**config.mk**
```make
export PLATFORM = sky130hd
export DESIGN_NAME = ac_motor_gate_decoder_flat
export DESIGN_NICKNAME = d
export VERILOG_FILES = /design/src/rtl/ac_motor_gate_decoder_if.sv /design/src/rtl/ac_motor_gate_decoder.sv /design/src/flat_wrapper.sv
export SDC_FILE = /design/constraint.sdc
export NUM_CORES = 1
export LEC_CHECK = 0
export ABC_CLOCK_PERIOD_IN_PS = 9000
export BUFFER_PORTS_ARGS = -buffer_cell sky130_fd_sc_hd__buf_2
export CAP_MARGIN = 20
export CORE_ASPECT_RATIO = 1.75
export CORE_MARGIN = 2
export CORE_UTILIZATION = 25
export CTS_CLUSTER_DIAMETER = 120
export CTS_CLUSTER_SIZE = 28
export DETAILED_ROUTE_END_ITERATION = 7
export SLEW_MARGIN = 40
export SYNTH_ARGS = -nofsm -noshare
export SYNTH_HDL_FRONTEND = slang
export SYNTH_SLANG_ARGS = --single-unit
```
**constraint.sdc**
```tcl
create_clock -name clk -period 9 [get_ports clk]
set_clock_uncertainty 0.15 [all_clocks]
set_input_delay 1.8 -clock clk [delete_from_list [all_inputs] [get_ports clk]]
set_output_delay 1.8 -clock clk [all_outputs]
set_load 0.01 [all_outputs]
```
**src/rtl/ac_motor_gate_decoder_if.sv**
```systemverilog
// Gate/telemetry bus of the AC motor gate decoder: six gate inputs and controls in,
// decoded vector, sector, dwell times, revolution period and fault flags out.
interface ac_motor_gate_decoder_if;
  logic        enable;
  logic [7:0]  min_delay;
  logic        s1_high, s1_low, s2_high, s2_low, s3_high, s3_low;
  logic [2:0]  vec;
  logic        vec_valid;
  logic [2:0]  sector;
  logic        sector_valid;
  logic [14:0] t_zero, t_first, t_second;
  logic        cycle_strobe;
  logic [23:0] rev_period;
  logic        rev_strobe;
  logic        short_error, short_fault, dead_error;

  modport master (
    output enable, min_delay, s1_high, s1_low, s2_high, s2_low, s3_high, s3_low,
    input  vec, vec_valid, sector, sector_valid, t_zero, t_first, t_second,
           cycle_strobe, rev_period, rev_strobe, short_error, short_fault, dead_error
  );

  modport slave (
    input  enable, min_delay, s1_high, s1_low, s2_high, s2_low, s3_high, s3_low,
    output vec, vec_valid, sector, sector_valid, t_zero, t_first, t_second,
           cycle_strobe, rev_period, rev_strobe, short_error, short_fault, dead_error
  );
endinterface

```
**src/rtl/ac_motor_gate_decoder.sv**
```systemverilog
// Gate-side decoder: space vector, sector, dwell times, revolution period, shoot-through and dead-time
// monitoring; vec 2 cycles, strobes 3 cycles after the gates; no backpressure. AC_MOTOR_GATE_DECODER_DEADTIME_CHECK_EN adds the dead-time check.
module ac_motor_gate_decoder (
  input  logic                   clk,
  input  logic                   reset,
  ac_motor_gate_decoder_if.slave bus
);

  localparam logic [14:0] DWELL_MAX = 15'h7fff;
  localparam logic [23:0] REV_MAX   = 24'hff_ffff;

  function automatic logic [2:0] vec_enc(input logic [2:0] lvl);
    case (lvl)
      3'b000:  vec_enc = 3'd0;
      3'b100:  vec_enc = 3'd1;
      3'b110:  vec_enc = 3'd2;
      3'b010:  vec_enc = 3'd3;
      3'b011:  vec_enc = 3'd4;
      3'b001:  vec_enc = 3'd5;
      3'b101:  vec_enc = 3'd6;
      default: vec_enc = 3'd7;
    endcase
  endfunction

  function automatic logic [14:0] dwell_inc(input logic [14:0] c);
    return (c == DWELL_MAX) ? c : c + 15'd1;
  endfunction

  // Bit 2 is phase 1, bit 0 is phase 3 throughout.
  logic [2:0] hi_q, lo_q;
  always_ff @(posedge clk) begin
    if (reset) begin
      hi_q <= '0;
      lo_q <= '0;
    end else begin
      hi_q <= {bus.s1_high, bus.s2_high, bus.s3_high};
      lo_q <= {bus.s1_low,  bus.s2_low,  bus.s3_low};
    end
  end

  logic [2:0] defd, shrt, lvl_d, lvl_q;
  assign defd  = hi_q ^ lo_q;
  assign shrt  = hi_q & lo_q;
  assign lvl_d = (defd & hi_q) | (~defd & lvl_q);

  logic [2:0] vec_q;
  logic       vec_valid_q, short_error_q, short_fault_q;
  always_ff @(posedge clk) begin
    if (reset) begin
      lvl_q         <= '0;
      vec_q         <= '0;
      vec_valid_q   <= 1'b0;
      short_error_q <= 1'b0;
      short_fault_q <= 1'b0;
    end else begin
      lvl_q         <= lvl_d;
      vec_q         <= vec_enc(lvl_d);
      vec_valid_q   <= &defd;
      short_error_q <= bus.enable && (|shrt);
      if (bus.enable && (|shrt)) short_fault_q <= 1'b1;
    end
  end

  logic [14:0] zero_cnt_q, zero_cnt_d, a_cnt_q, a_cnt_d, b_cnt_q, b_cnt_d;
  logic [2:0]  a_vec_q, a_vec_d, b_vec_q, b_vec_d;
  logic        a_set_q, a_set_d, b_set_q, b_set_d, last_nz_q, last_nz_d;
  logic [23:0] rev_cnt_q, rev_cnt_d, rev_period_q, rev_period_d;
  logic        armed_q, armed_d;
  logic [14:0] t_zero_q, t_zero_d, t_first_q, t_first_d, t_second_q, t_second_d;
  logic [2:0]  sector_q, sector_d;
  logic        sector_valid_q, sector_valid_d;
  logic        cycle_strobe_q, cycle_strobe_d, rev_strobe_q, rev_strobe_d;

  logic [2:0] pair_lo, pair_hi, pair_sector;
  logic       pair_adj, boundary, wrap;
  always_comb begin
    pair_lo     = (a_vec_q < b_vec_q) ? a_vec_q : b_vec_q;
    pair_hi     = (a_vec_q < b_vec_q) ? b_vec_q : a_vec_q;
    pair_sector = (pair_lo == 3'd1 && pair_hi == 3'd6) ? 3'd5 : pair_lo - 3'd1;
    pair_adj    = a_set_q && b_set_q &&
                  ((pair_hi == pair_lo + 3'd1) || (pair_lo == 3'd1 && pair_hi == 3'd6));
  end

  assign boundary = bus.enable && vec_valid_q && (vec_q == 3'd0) && last_nz_q;
  assign wrap     = boundary && pair_adj && (pair_sector == 3'd0) &&
                    sector_valid_q && (sector_q == 3'd5);

  always_comb begin
    zero_cnt_d     = zero_cnt_q;
    a_cnt_d        = a_cnt_q;
    b_cnt_d        = b_cnt_q;
    a_vec_d        = a_vec_q;
    b_vec_d        = b_vec_q;
    a_set_d        = a_set_q;
    b_set_d        = b_set_q;
    last_nz_d      = last_nz_q;
    rev_cnt_d      = rev_cnt_q;
    armed_d        = armed_q;
    t_zero_d       = t_zero_q;
    t_first_d      = t_first_q;
    t_second_d     = t_second_q;
    sector_d       = sector_q;
    sector_valid_d = sector_valid_q;
    rev_period_d   = rev_period_q;
    cycle_strobe_d = 1'b0;
    rev_strobe_d   = 1'b0;
    if (!bus.enable) begin
      zero_cnt_d = '0;
      a_cnt_d    = '0;
      b_cnt_d    = '0;
      a_set_d    = 1'b0;
      b_set_d    = 1'b0;
      last_nz_d  = 1'b0;
      rev_cnt_d  = '0;
      armed_d    = 1'b0;
    end else begin
      rev_cnt_d = (rev_cnt_q == REV_MAX) ? rev_cnt_q : rev_cnt_q + 24'd1;
      if (vec_valid_q) last_nz_d = (vec_q != 3'd0);
      if (boundary) begin
        t_zero_d       = zero_cnt_q;
        t_first_d      = a_cnt_q;
        t_second_d     = b_cnt_q;
        cycle_strobe_d = 1'b1;
        zero_cnt_d     = 15'd1;
        a_cnt_d        = '0;
        b_cnt_d        = '0;
        a_set_d        = 1'b0;
        b_set_d        = 1'b0;
        sector_valid_d = pair_adj;
        if (pair_adj) sector_d = pair_sector;
        // The wrap cycle itself is the first counted cycle of the next revolution.
        if (wrap) begin
          if (armed_q) begin
            rev_period_d = rev_cnt_q;
            rev_strobe_d = 1'b1;
          end
          armed_d   = 1'b1;
          rev_cnt_d = 24'd1;
        end
      end else if (vec_valid_q) begin
        if (vec_q == 3'd0 || vec_q == 3'd7) begin
          zero_cnt_d = dwell_inc(zero_cnt_q);
        end else if (!a_set_q) begin
          a_set_d = 1'b1;
          a_vec_d = vec_q;
          a_cnt_d = dwell_inc(a_cnt_q);
        end else if (vec_q == a_vec_q) begin
          a_cnt_d = dwell_inc(a_cnt_q);
        end else begin
          if (!b_set_q) begin
            b_set_d = 1'b1;
            b_vec_d = vec_q;
          end
          b_cnt_d = dwell_inc(b_cnt_q);
        end
      end
    end
  end

  always_ff @(posedge clk) begin
    if (reset) begin
      zero_cnt_q     <= '0;
      a_cnt_q        <= '0;
      b_cnt_q        <= '0;
      a_vec_q        <= '0;
      b_vec_q        <= '0;
      a_set_q        <= 1'b0;
      b_set_q        <= 1'b0;
      last_nz_q      <= 1'b0;
      rev_cnt_q      <= '0;
      armed_q        <= 1'b0;
      t_zero_q       <= '0;
      t_first_q      <= '0;
      t_second_q     <= '0;
      sector_q       <= '0;
      sector_valid_q <= 1'b0;
      rev_period_q   <= '0;
      cycle_strobe_q <= 1'b0;
      rev_strobe_q   <= 1'b0;
    end else begin
      zero_cnt_q     <= zero_cnt_d;
      a_cnt_q        <= a_cnt_d;
      b_cnt_q        <= b_cnt_d;
      a_vec_q        <= a_vec_d;
      b_vec_q        <= b_vec_d;
      a_set_q        <= a_set_d;
      b_set_q        <= b_set_d;
      last_nz_q      <= last_nz_d;
      rev_cnt_q      <= rev_cnt_d;
      armed_q        <= armed_d;
      t_zero_q       <= t_zero_d;
      t_first_q      <= t_first_d;
      t_second_q     <= t_second_d;
      sector_q       <= sector_d;
      sector_valid_q <= sector_valid_d;
      rev_period_q   <= rev_period_d;
      cycle_strobe_q <= cycle_strobe_d;
      rev_strobe_q   <= rev_strobe_d;
    end
  end

`ifdef AC_MOTOR_GATE_DECODER_DEADTIME_CHECK_EN
  // lvl_ok_q keeps the reset default level from being mistaken for a real previous level.
  logic [2:0][7:0] dead_cnt_q, dead_cnt_d;
  logic [2:0]      lvl_ok_q;
  logic            dead_hit, dead_error_q;
  always_comb begin
    dead_cnt_d = dead_cnt_q;
    dead_hit   = 1'b0;
    for (int i = 0; i < 3; i++) begin
      if (!defd[i] && !shrt[i]) begin
        if (dead_cnt_q[i] != 8'hff) dead_cnt_d[i] = dead_cnt_q[i] + 8'd1;
      end else if (defd[i]) begin
        if (lvl_ok_q[i] && (hi_q[i] != lvl_q[i]) && (dead_cnt_q[i] < bus.min_delay))
          dead_hit = 1'b1;
        dead_cnt_d[i] = '0;
      end
    end
  end

  always_ff @(posedge clk) begin
    if (reset) begin
      dead_cnt_q   <= '0;
      lvl_ok_q     <= '0;
      dead_error_q <= 1'b0;
    end else begin
      lvl_ok_q <= lvl_ok_q | defd;
      if (!bus.enable) begin
        dead_cnt_q <= '0;
      end else begin
        dead_cnt_q <= dead_cnt_d;
        if (dead_hit) dead_error_q <= 1'b1;
      end
    end
  end
  assign bus.dead_error = dead_error_q;
`else
  logic unused_min_delay;
  assign unused_min_delay = ^bus.min_delay;
  assign bus.dead_error   = 1'b0;
`endif

  assign bus.vec          = vec_q;
  assign bus.vec_valid    = vec_valid_q;
  assign bus.sector       = sector_q;
  assign bus.sector_valid = sector_valid_q;
  assign bus.t_zero       = t_zero_q;
  assign bus.t_first      = t_first_q;
  assign bus.t_second     = t_second_q;
  assign bus.cycle_strobe = cycle_strobe_q;
  assign bus.rev_period   = rev_period_q;
  assign bus.rev_strobe   = rev_strobe_q;
  assign bus.short_error  = short_error_q;
  assign bus.short_fault  = short_fault_q;

endmodule

```
**src/flat_wrapper.sv**
```systemverilog
// flat-port wrapper written by rule: the top's interface ports become plain ports
module ac_motor_gate_decoder_flat 
  (clk, reset, bus_enable, bus_min_delay, bus_s1_high, bus_s1_low, bus_s2_high, bus_s2_low, bus_s3_high, bus_s3_low, bus_vec, bus_vec_valid, bus_sector, bus_sector_valid, bus_t_zero, bus_t_first, bus_t_second, bus_cycle_strobe, bus_rev_period, bus_rev_strobe, bus_short_error, bus_short_fault, bus_dead_error);
  ac_motor_gate_decoder_if bus_i ();
  input  logic clk;
  input  logic reset;
  input wire logic [$bits(bus_i.enable)-1:0] bus_enable;
  input wire logic [$bits(bus_i.min_delay)-1:0] bus_min_delay;
  input wire logic [$bits(bus_i.s1_high)-1:0] bus_s1_high;
  input wire logic [$bits(bus_i.s1_low)-1:0] bus_s1_low;
  input wire logic [$bits(bus_i.s2_high)-1:0] bus_s2_high;
  input wire logic [$bits(bus_i.s2_low)-1:0] bus_s2_low;
  input wire logic [$bits(bus_i.s3_high)-1:0] bus_s3_high;
  input wire logic [$bits(bus_i.s3_low)-1:0] bus_s3_low;
  output wire logic [$bits(bus_i.vec)-1:0] bus_vec;
  output wire logic [$bits(bus_i.vec_valid)-1:0] bus_vec_valid;
  output wire logic [$bits(bus_i.sector)-1:0] bus_sector;
  output wire logic [$bits(bus_i.sector_valid)-1:0] bus_sector_valid;
  output wire logic [$bits(bus_i.t_zero)-1:0] bus_t_zero;
  output wire logic [$bits(bus_i.t_first)-1:0] bus_t_first;
  output wire logic [$bits(bus_i.t_second)-1:0] bus_t_second;
  output wire logic [$bits(bus_i.cycle_strobe)-1:0] bus_cycle_strobe;
  output wire logic [$bits(bus_i.rev_period)-1:0] bus_rev_period;
  output wire logic [$bits(bus_i.rev_strobe)-1:0] bus_rev_strobe;
  output wire logic [$bits(bus_i.short_error)-1:0] bus_short_error;
  output wire logic [$bits(bus_i.short_fault)-1:0] bus_short_fault;
  output wire logic [$bits(bus_i.dead_error)-1:0] bus_dead_error;
  assign bus_i.enable = bus_enable;
  assign bus_i.min_delay = bus_min_delay;
  assign bus_i.s1_high = bus_s1_high;
  assign bus_i.s1_low = bus_s1_low;
  assign bus_i.s2_high = bus_s2_high;
  assign bus_i.s2_low = bus_s2_low;
  assign bus_i.s3_high = bus_s3_high;
  assign bus_i.s3_low = bus_s3_low;
  assign bus_vec = bus_i.vec;
  assign bus_vec_valid = bus_i.vec_valid;
  assign bus_sector = bus_i.sector;
  assign bus_sector_valid = bus_i.sector_valid;
  assign bus_t_zero = bus_i.t_zero;
  assign bus_t_first = bus_i.t_first;
  assign bus_t_second = bus_i.t_second;
  assign bus_cycle_strobe = bus_i.cycle_strobe;
  assign bus_rev_period = bus_i.rev_period;
  assign bus_rev_strobe = bus_i.rev_strobe;
  assign bus_short_error = bus_i.short_error;
  assign bus_short_fault = bus_i.short_fault;
  assign bus_dead_error = bus_i.dead_error;
  ac_motor_gate_decoder u_core (.clk(clk), .reset(reset), .bus(bus_i));
endmodule
```
Word level (Yosys, flattened, before mapping). Index checks and enable logic that the tools add are counted.

Output and inout port bits: 82. Input port bits: 17. Register bits: 169. Logic and storage cells: 118.

Equality and inequality tests: 18. Bitwise logic cells: 15. Reductions and logical operators: 36. $add $sub $neg: 6. Magnitude comparators: 1. Mux-type cells: 16.

Operator list (number): 2-to-1 mux 24 bit (3); adder 15 x 1 -> 15 bit (second input constant) (3); equality test 15 bit (second input constant) (3); 2-to-1 mux 15 bit (3); adder 24 x 1 -> 24 bit (second input constant) (1); equality test 24 bit (second input constant) (1); one-hot mux 3 bit (7 select lines) (1); equality test 3 bit (second input constant) (6); AND reduction 3 bit (5); logical AND 1 bit (11); AND reduction 5 bit (2); AND 3 bit (3); zero test 3 bit (3); 2-to-1 mux 3 bit (3); inverter 1 bit (9); AND reduction 4 bit (2); AND reduction 7 bit (1); equality test 3 x 1 -> 1 bit (second input constant) (2); equality test 3 x 2 -> 1 bit (second input constant) (2); equality test 3 bit (2); 2-to-1 mux 1 bit (6); AND reduction 2 bit (3); OR reduction 3 bit (2); nonzero test 2 bit (2); 12 further kinds (13).

Logic depth before layout (Yosys ltp).
Depth in word-level cells: 12. Gate-level depth with buffers: 14. Gate-level depth less buffers: 12.

Worst setup path before layout. Ideal clock, no wire load.

Path type: reg2reg. Start: register u_core.a_vec_q[2]. End: register u_core.rev_cnt_q[10]. Library setup time: 0.128 ns. Stages on the path, launching flop included: 14. Path slack: 5.319 ns. Arrival: 3.403 ns. Buffers on the path: 1. Data required time: 8.722 ns. Clock period less this slack: 3.681 ns. Cell sequence: dfxtp_1 inv_1 ha_1 or3b_1 a31oi_1 nor2_1 inv_1 ha_1 nand2b_1 a2111oi_0 o21ai_1 o31ai_1 clkbuf_1 nor2_1.

Word-level cells in the longest chain between the ends: 12. Elaborated cells between the ends (all ways): 19. Classes of those cells: add/sub: 2; order compare: 1; eq/ne: 3; mux: 5; reduce/logical: 8.

Ends and longest elaborated chain: start: declaration (RTL line ac_motor_gate_decoder.sv:65) `logic [2:0] a_vec_q, a_vec_d, b_vec_q, b_vec_d;`; start signal: assignment (RTL line ac_motor_gate_decoder.sv:184) `a_vec_q <= a_vec_d;`; less-than comparator 3 bit (RTL line ac_motor_gate_decoder.sv:77, ac_motor_gate_decoder.sv:78); 2-to-1 mux 3 bit (on tied branches) (RTL line ac_motor_gate_decoder.sv:77, ac_motor_gate_decoder.sv:78); adder 3 x 1 -> 3 bit, or another cell as far along (RTL line ac_motor_gate_decoder.sv:81) `((pair_hi == pair_lo + 3'd1) || (pair_lo == 3'd1 && pair_hi == 3'd6));`; equality test 3 bit or logical AND 1 bit (tied branches) (RTL line ac_motor_gate_decoder.sv:81, ac_motor_gate_decoder.sv:79); logical OR 1 bit (RTL line ac_motor_gate_decoder.sv:81); logical AND 1 bit (RTL line ac_motor_gate_decoder.sv:80) `pair_adj = a_set_q && b_set_q &&`; logical AND 1 bit (RTL line ac_motor_gate_decoder.sv:85) `assign wrap = boundary && pair_adj && (pair_sector == 3'd0) &&`; logical AND 1 bit * (2 in series) (RTL line ac_motor_gate_decoder.sv:85); logical AND 1 bit * (RTL line ac_motor_gate_decoder.sv:86) `sector_valid_q && (sector_q == 3'd5);`; 2-to-1 mux 24 bit * (RTL line ac_motor_gate_decoder.sv:132) `if (wrap) begin`; 2-to-1 mux 24 bit * (RTL line ac_motor_gate_decoder.sv:119) `if (boundary) begin`; end signal: assignment (RTL line ac_motor_gate_decoder.sv:189) `rev_cnt_q <= rev_cnt_d;`; end: declaration (RTL line ac_motor_gate_decoder.sv:67) `logic [23:0] rev_cnt_q, rev_cnt_d, rev_period_q, rev_period_d;`.

Mark *: on every way between the ends. The rest lies on a longest branch, timed or not. A chain may end at the register's enable or synchronous reset.

Worst setup path in the final report.
Start: register u_core.b_vec_q[1]. End: register u_core.rev_cnt_q[2].

Word-level cells in the longest chain between the ends: 12. Elaborated cells between the ends (all ways): 19. Classes of those cells: add/sub: 2; order compare: 1; eq/ne: 3; mux: 5; reduce/logical: 8.

Ends and longest elaborated chain: start: declaration (RTL line ac_motor_gate_decoder.sv:65); start signal: assignment (RTL line ac_motor_gate_decoder.sv:185) `b_vec_q <= b_vec_d;`; less-than comparator 3 bit (RTL line ac_motor_gate_decoder.sv:77, ac_motor_gate_decoder.sv:78); 2-to-1 mux 3 bit (on tied branches) (RTL line ac_motor_gate_decoder.sv:77, ac_motor_gate_decoder.sv:78); adder 3 x 1 -> 3 bit, or another cell as far along (RTL line ac_motor_gate_decoder.sv:81); equality test 3 bit or logical AND 1 bit (tied branches) (RTL line ac_motor_gate_decoder.sv:81, ac_motor_gate_decoder.sv:79); logical OR 1 bit (RTL line ac_motor_gate_decoder.sv:81); logical AND 1 bit (RTL line ac_motor_gate_decoder.sv:80); logical AND 1 bit (RTL line ac_motor_gate_decoder.sv:85); logical AND 1 bit * (2 in series) (RTL line ac_motor_gate_decoder.sv:85); logical AND 1 bit * (RTL line ac_motor_gate_decoder.sv:86); 2-to-1 mux 24 bit * (RTL line ac_motor_gate_decoder.sv:132); 2-to-1 mux 24 bit * (RTL line ac_motor_gate_decoder.sv:119).

Marked as above.

==> impl_metrics.sql <==
INSERT INTO impl_metrics (metric_group, metric, value, unit) VALUES
('die', 'die_y', '232', 'um'),
('critical_path', 'r2r_setup_slack', '4.57', 'ns'),
('final_layout', 'flow.area_growth_from_synthesis', '18.6', '%'),
('power', 'cellLeakagePower', '3.00', 'nW'),
('yosys', 'ys_seq_elements', '168', ''),
('yosys', 'post_synth_xor_area_fraction', '0.0503', ''),
('yosys', 'ys.flop_type', 'sky130_fd_sc_hd__dfxtp_1', ''),
('timing', 'grt_setup_unrepaired', 'no', ''),
('die', 'num_io_pins', '99', ''),
('critical_path', 'worst_setup_path_end_kind', 'register', ''),
('die', 'floorplan.die_area', '0.0311', 'mm^2'),
('clock_tree', 'numCtsBuffers', '17', ''),
('placed_design', 'place_congestion', '0.808', ''),
('route', 'num_vias', '6486', ''),
('yosys', 'netlist_instances', '875', ''),
('yosys', 'synth.cell_area', '0.00741', 'mm^2'),
('timing', 'finalSetupViolations', '0', ''),
('critical_path', 'crit-reg2reg-capture', 'u_core.rev_cnt_q[2]', ''),
('clock_tree', 'maximum_buffer_depth_of_the_clock_tree', '2', ''),
('hold_path', 'min_delay_path_depth', '2', ''),
('clock_tree', 'number_of_setup_buffers_added_after_cts', '0', ''),
('clock_tree', 'clock_latency', '0.44', 'ns'),
('route', 'post_drt_wl_per_cell', '15.0', 'um'),
('clock_tree', 'cts_sink_cnt', '168', ''),
('yosys', 'synth.top_cells.by_count', '168 x sky130_fd_sc_hd__dfxtp_1, 119 x sky130_fd_sc_hd__nand2_1, 97 x sky130_fd_sc_hd__a21oi_1', ''),
('hold_path', 'hold_path.class', 'register to register', ''),
('route', 'drcViolationCount', '0', ''),
('grt', 'via_count_of_the_first_global_routing_pass', '6383', ''),
('timing', 'layout_min_cycle_time', '4.43', 'ns'),
('grt', 'grt_use_total', '0.129', ''),
('yosys', 'synthArstFlopShare', '0', ''),
('yosys', 'post_synth.cell_area_avg', '8.47', 'um^2'),
('timing', 'setup-tns-final', '0', 'ns'),
('power', 'cellPowerDensity', '176', 'mW/mm^2'),
('yosys', 'yosys.area_share.adder', '0.0253', ''),
('power', 'power.ir.vdd_worst', '0.000157', 'V'),
('yosys', 'leading_cell_type_by_number_of_instances_after_synthesis', 'sky130_fd_sc_hd__dfxtp_1', ''),
('timing', 'timing_hold_violations_final', '0', ''),
('clock_tree', 'ctsHoldBuffers', '0', ''),
('die', 'core.rowCount', '83', ''),
('die', 'die_x', '134', 'um'),
('yosys', 'yosysTopAreaCell', 'sky130_fd_sc_hd__dfxtp_1', ''),
('route', 'drtIter0Drc', '338', ''),
('status', 'run_status', 'complete, no violations', ''),
('yosys', 'synth_enable_flop_cells', '0', ''),
('timing', 'worst-slew-pin-transition', '0.740', 'ns'),
('placed_design', 'numPlacedInstances', '1293', ''),
('grt', 'global_route.peak_usage_layer', 'met2', ''),
('grt', 'antenna_found_initial', '0', ''),
('hold_path', 'timing.hold.worst_endpoint', 'u_core.bus.t_second[9]', ''),
('clock_tree', 'cts_tree', 'yes', ''),
('route', 'totalWireLength', '19.9', 'mm'),
('yosys', 'synth_simple_gate_area_frac', '0.243', ''),
('critical_path', 'critPathMaxStageDelay', '0.63', 'ns'),
('job', 'drv_cap', '0', ''),
('yosys', 'ys.warnings.count', '0', ''),
('critical_path', 'worstPathRequired', '9.18', 'ns'),
('timing', 'layout_worst_path_cycle_share', '0.493', ''),
('grt', 'first_pass_grt_wire_length', '31.8', 'mm'),
('critical_path', 'reg2reg_from', 'u_core.b_vec_q[1]', ''),
('route', 'ant_nets', '0', ''),
('yosys', 'synth.mux.area_fraction', '0.0191', ''),
('yosys', 'synth_sequential_area_ratio', '0.454', ''),
('route', 'via_per_inst', '4.90', ''),
('yosys', 'synth_top_family_by_area', 'simple AND/OR/NAND/NOR gates', ''),
('placed_design', 'dpl.hpwl', '14.0', 'mm'),
('yosys', 'synth.net_count', '907', ''),
('hold_path', 'hold_path_startpoint', 'u_core.bus.t_second[9]', ''),
('final_layout', 'layout-drive-gt1-share', '0.150', ''),
('clock_tree', 'ctsRootBufferMaster', 'sky130_fd_sc_hd__clkbuf_16', ''),
('critical_path', 'crit_path_top_delay_cell', 'sky130_fd_sc_hd__nor4_1', '');
routing by layer:
metal / share of wire / wire length (um)
met5: 0 / 0
met4: 0.021 / 420
met3: 0.025 / 499
met2: 0.57 / 11400
met1: 0.38 / 7630
layout by cell type (no fill, tap or decap), types with 12 or more instances in the layout:
cell	n
sky130_fd_sc_hd__or3_1	14
sky130_fd_sc_hd__buf_2	89
sky130_fd_sc_hd__or4_1	13
sky130_fd_sc_hd__xnor2_1	26
sky130_fd_sc_hd__o31ai_1	36
sky130_fd_sc_hd__dfxtp_1	168
sky130_fd_sc_hd__clkbuf_16	17
sky130_fd_sc_hd__nand2_1	117
sky130_fd_sc_hd__nand4_1	40
sky130_fd_sc_hd__mux2i_1	12
sky130_fd_sc_hd__xor2_1	14
sky130_fd_sc_hd__nand3_1	27
sky130_fd_sc_hd__nor2_1	74
sky130_fd_sc_hd__nor4_1	12
sky130_fd_sc_hd__a21oi_1	97
sky130_fd_sc_hd__inv_1	18
sky130_fd_sc_hd__ha_1	15
critical path: cells and delay by family, from the launching register on:
family,cells,cell delay (ns)
flip-flops,1,0.42
AO/OA/AOI/OAI,3,1.19
AND/OR/NAND/NOR,5,1.28
adder cells (fa/ha/maj),2,0.60
buffers and inverters,4,0.69
cells by family (layout without fill, tap and decap cells):
| group | count (synthesis) | in the layout |
|---|---|---|
| simple gates | 362 | 362 |
| compound gates | 197 | 197 |
| flops | 168 | 168 |
| buf+inv | 77 | 145 |
| xor+xnor | 41 | 41 |
| fa+ha+maj | 15 | 15 |
| mux | 14 | 14 |
| other cells | 1 | 1 |
sequential cells by signal, indices dropped and copies added, names as in the netlist, 2 cells and up:
| register | cells |
|---|---|
| u_core.a_cnt_q | 15 |
| u_core.a_vec_q | 3 |
| u_core.b_cnt_q | 15 |
| u_core.b_vec_q | 3 |
| u_core.bus.rev_period | 24 |
| u_core.bus.sector | 3 |
| u_core.bus.t_first | 15 |
| u_core.bus.t_second | 15 |
| u_core.bus.t_zero | 15 |
| u_core.bus.vec | 3 |
| u_core.hi_q | 3 |
| u_core.lo_q | 3 |
| u_core.lvl_q | 2 |
| u_core.rev_cnt_q | 24 |
| u_core.zero_cnt_q | 15 |
area by class of cell:
type                    instances  area, um^2
inverters                      18        67.6
repair buffers                 95         498
well taps                     382         478
clock buffers                  21         470
fillers                      3170       20500
multi-input cells             630        3770
clock inverters                11         135
flip-flops and latches        168        3360
per-stage QoR:
step           area [um^2]   util  power (mW)  hold WS (ns)  setup slack (ns)
2_1_floorplan         7410      -       0.795         0.282              5.32
3_3_place_gp          8150  0.278       0.808         0.292              4.36
3_5_place_dp          8180  0.279       0.809         0.297              4.46
4_1_cts               8780  0.300        1.57         0.307              4.41
5_1_grt               8790  0.300        1.60         0.324              4.13
6_report              8790  0.300        1.55         0.302              4.57
power by group:
group	switching, mW	total, mW	internal, mW
registers	0.00648	0.754	0.748
clock network	0.320	0.756	0.436
logic	0.0256	0.0376	0.0120
total	0.353	1.55	1.20
how the worst max path moves through the flow:
stage,startpoint,cells after the start,endpoint
after global placement,u_core.b_vec_q[1],13,u_core.rev_cnt_q[16]
after global routing,u_core.b_vec_q[1],14,u_core.rev_cnt_q[2]
after CTS,u_core.b_vec_q[1],14,u_core.rev_cnt_q[2]
after detailed placement,u_core.a_vec_q[2],14,u_core.rev_cnt_q[2]
final,u_core.b_vec_q[1],14,u_core.rev_cnt_q[2]
after floorplan,u_core.a_vec_q[2],13,u_core.rev_cnt_q[10]
No activity file was read; power rests on OpenSTA's default activity.
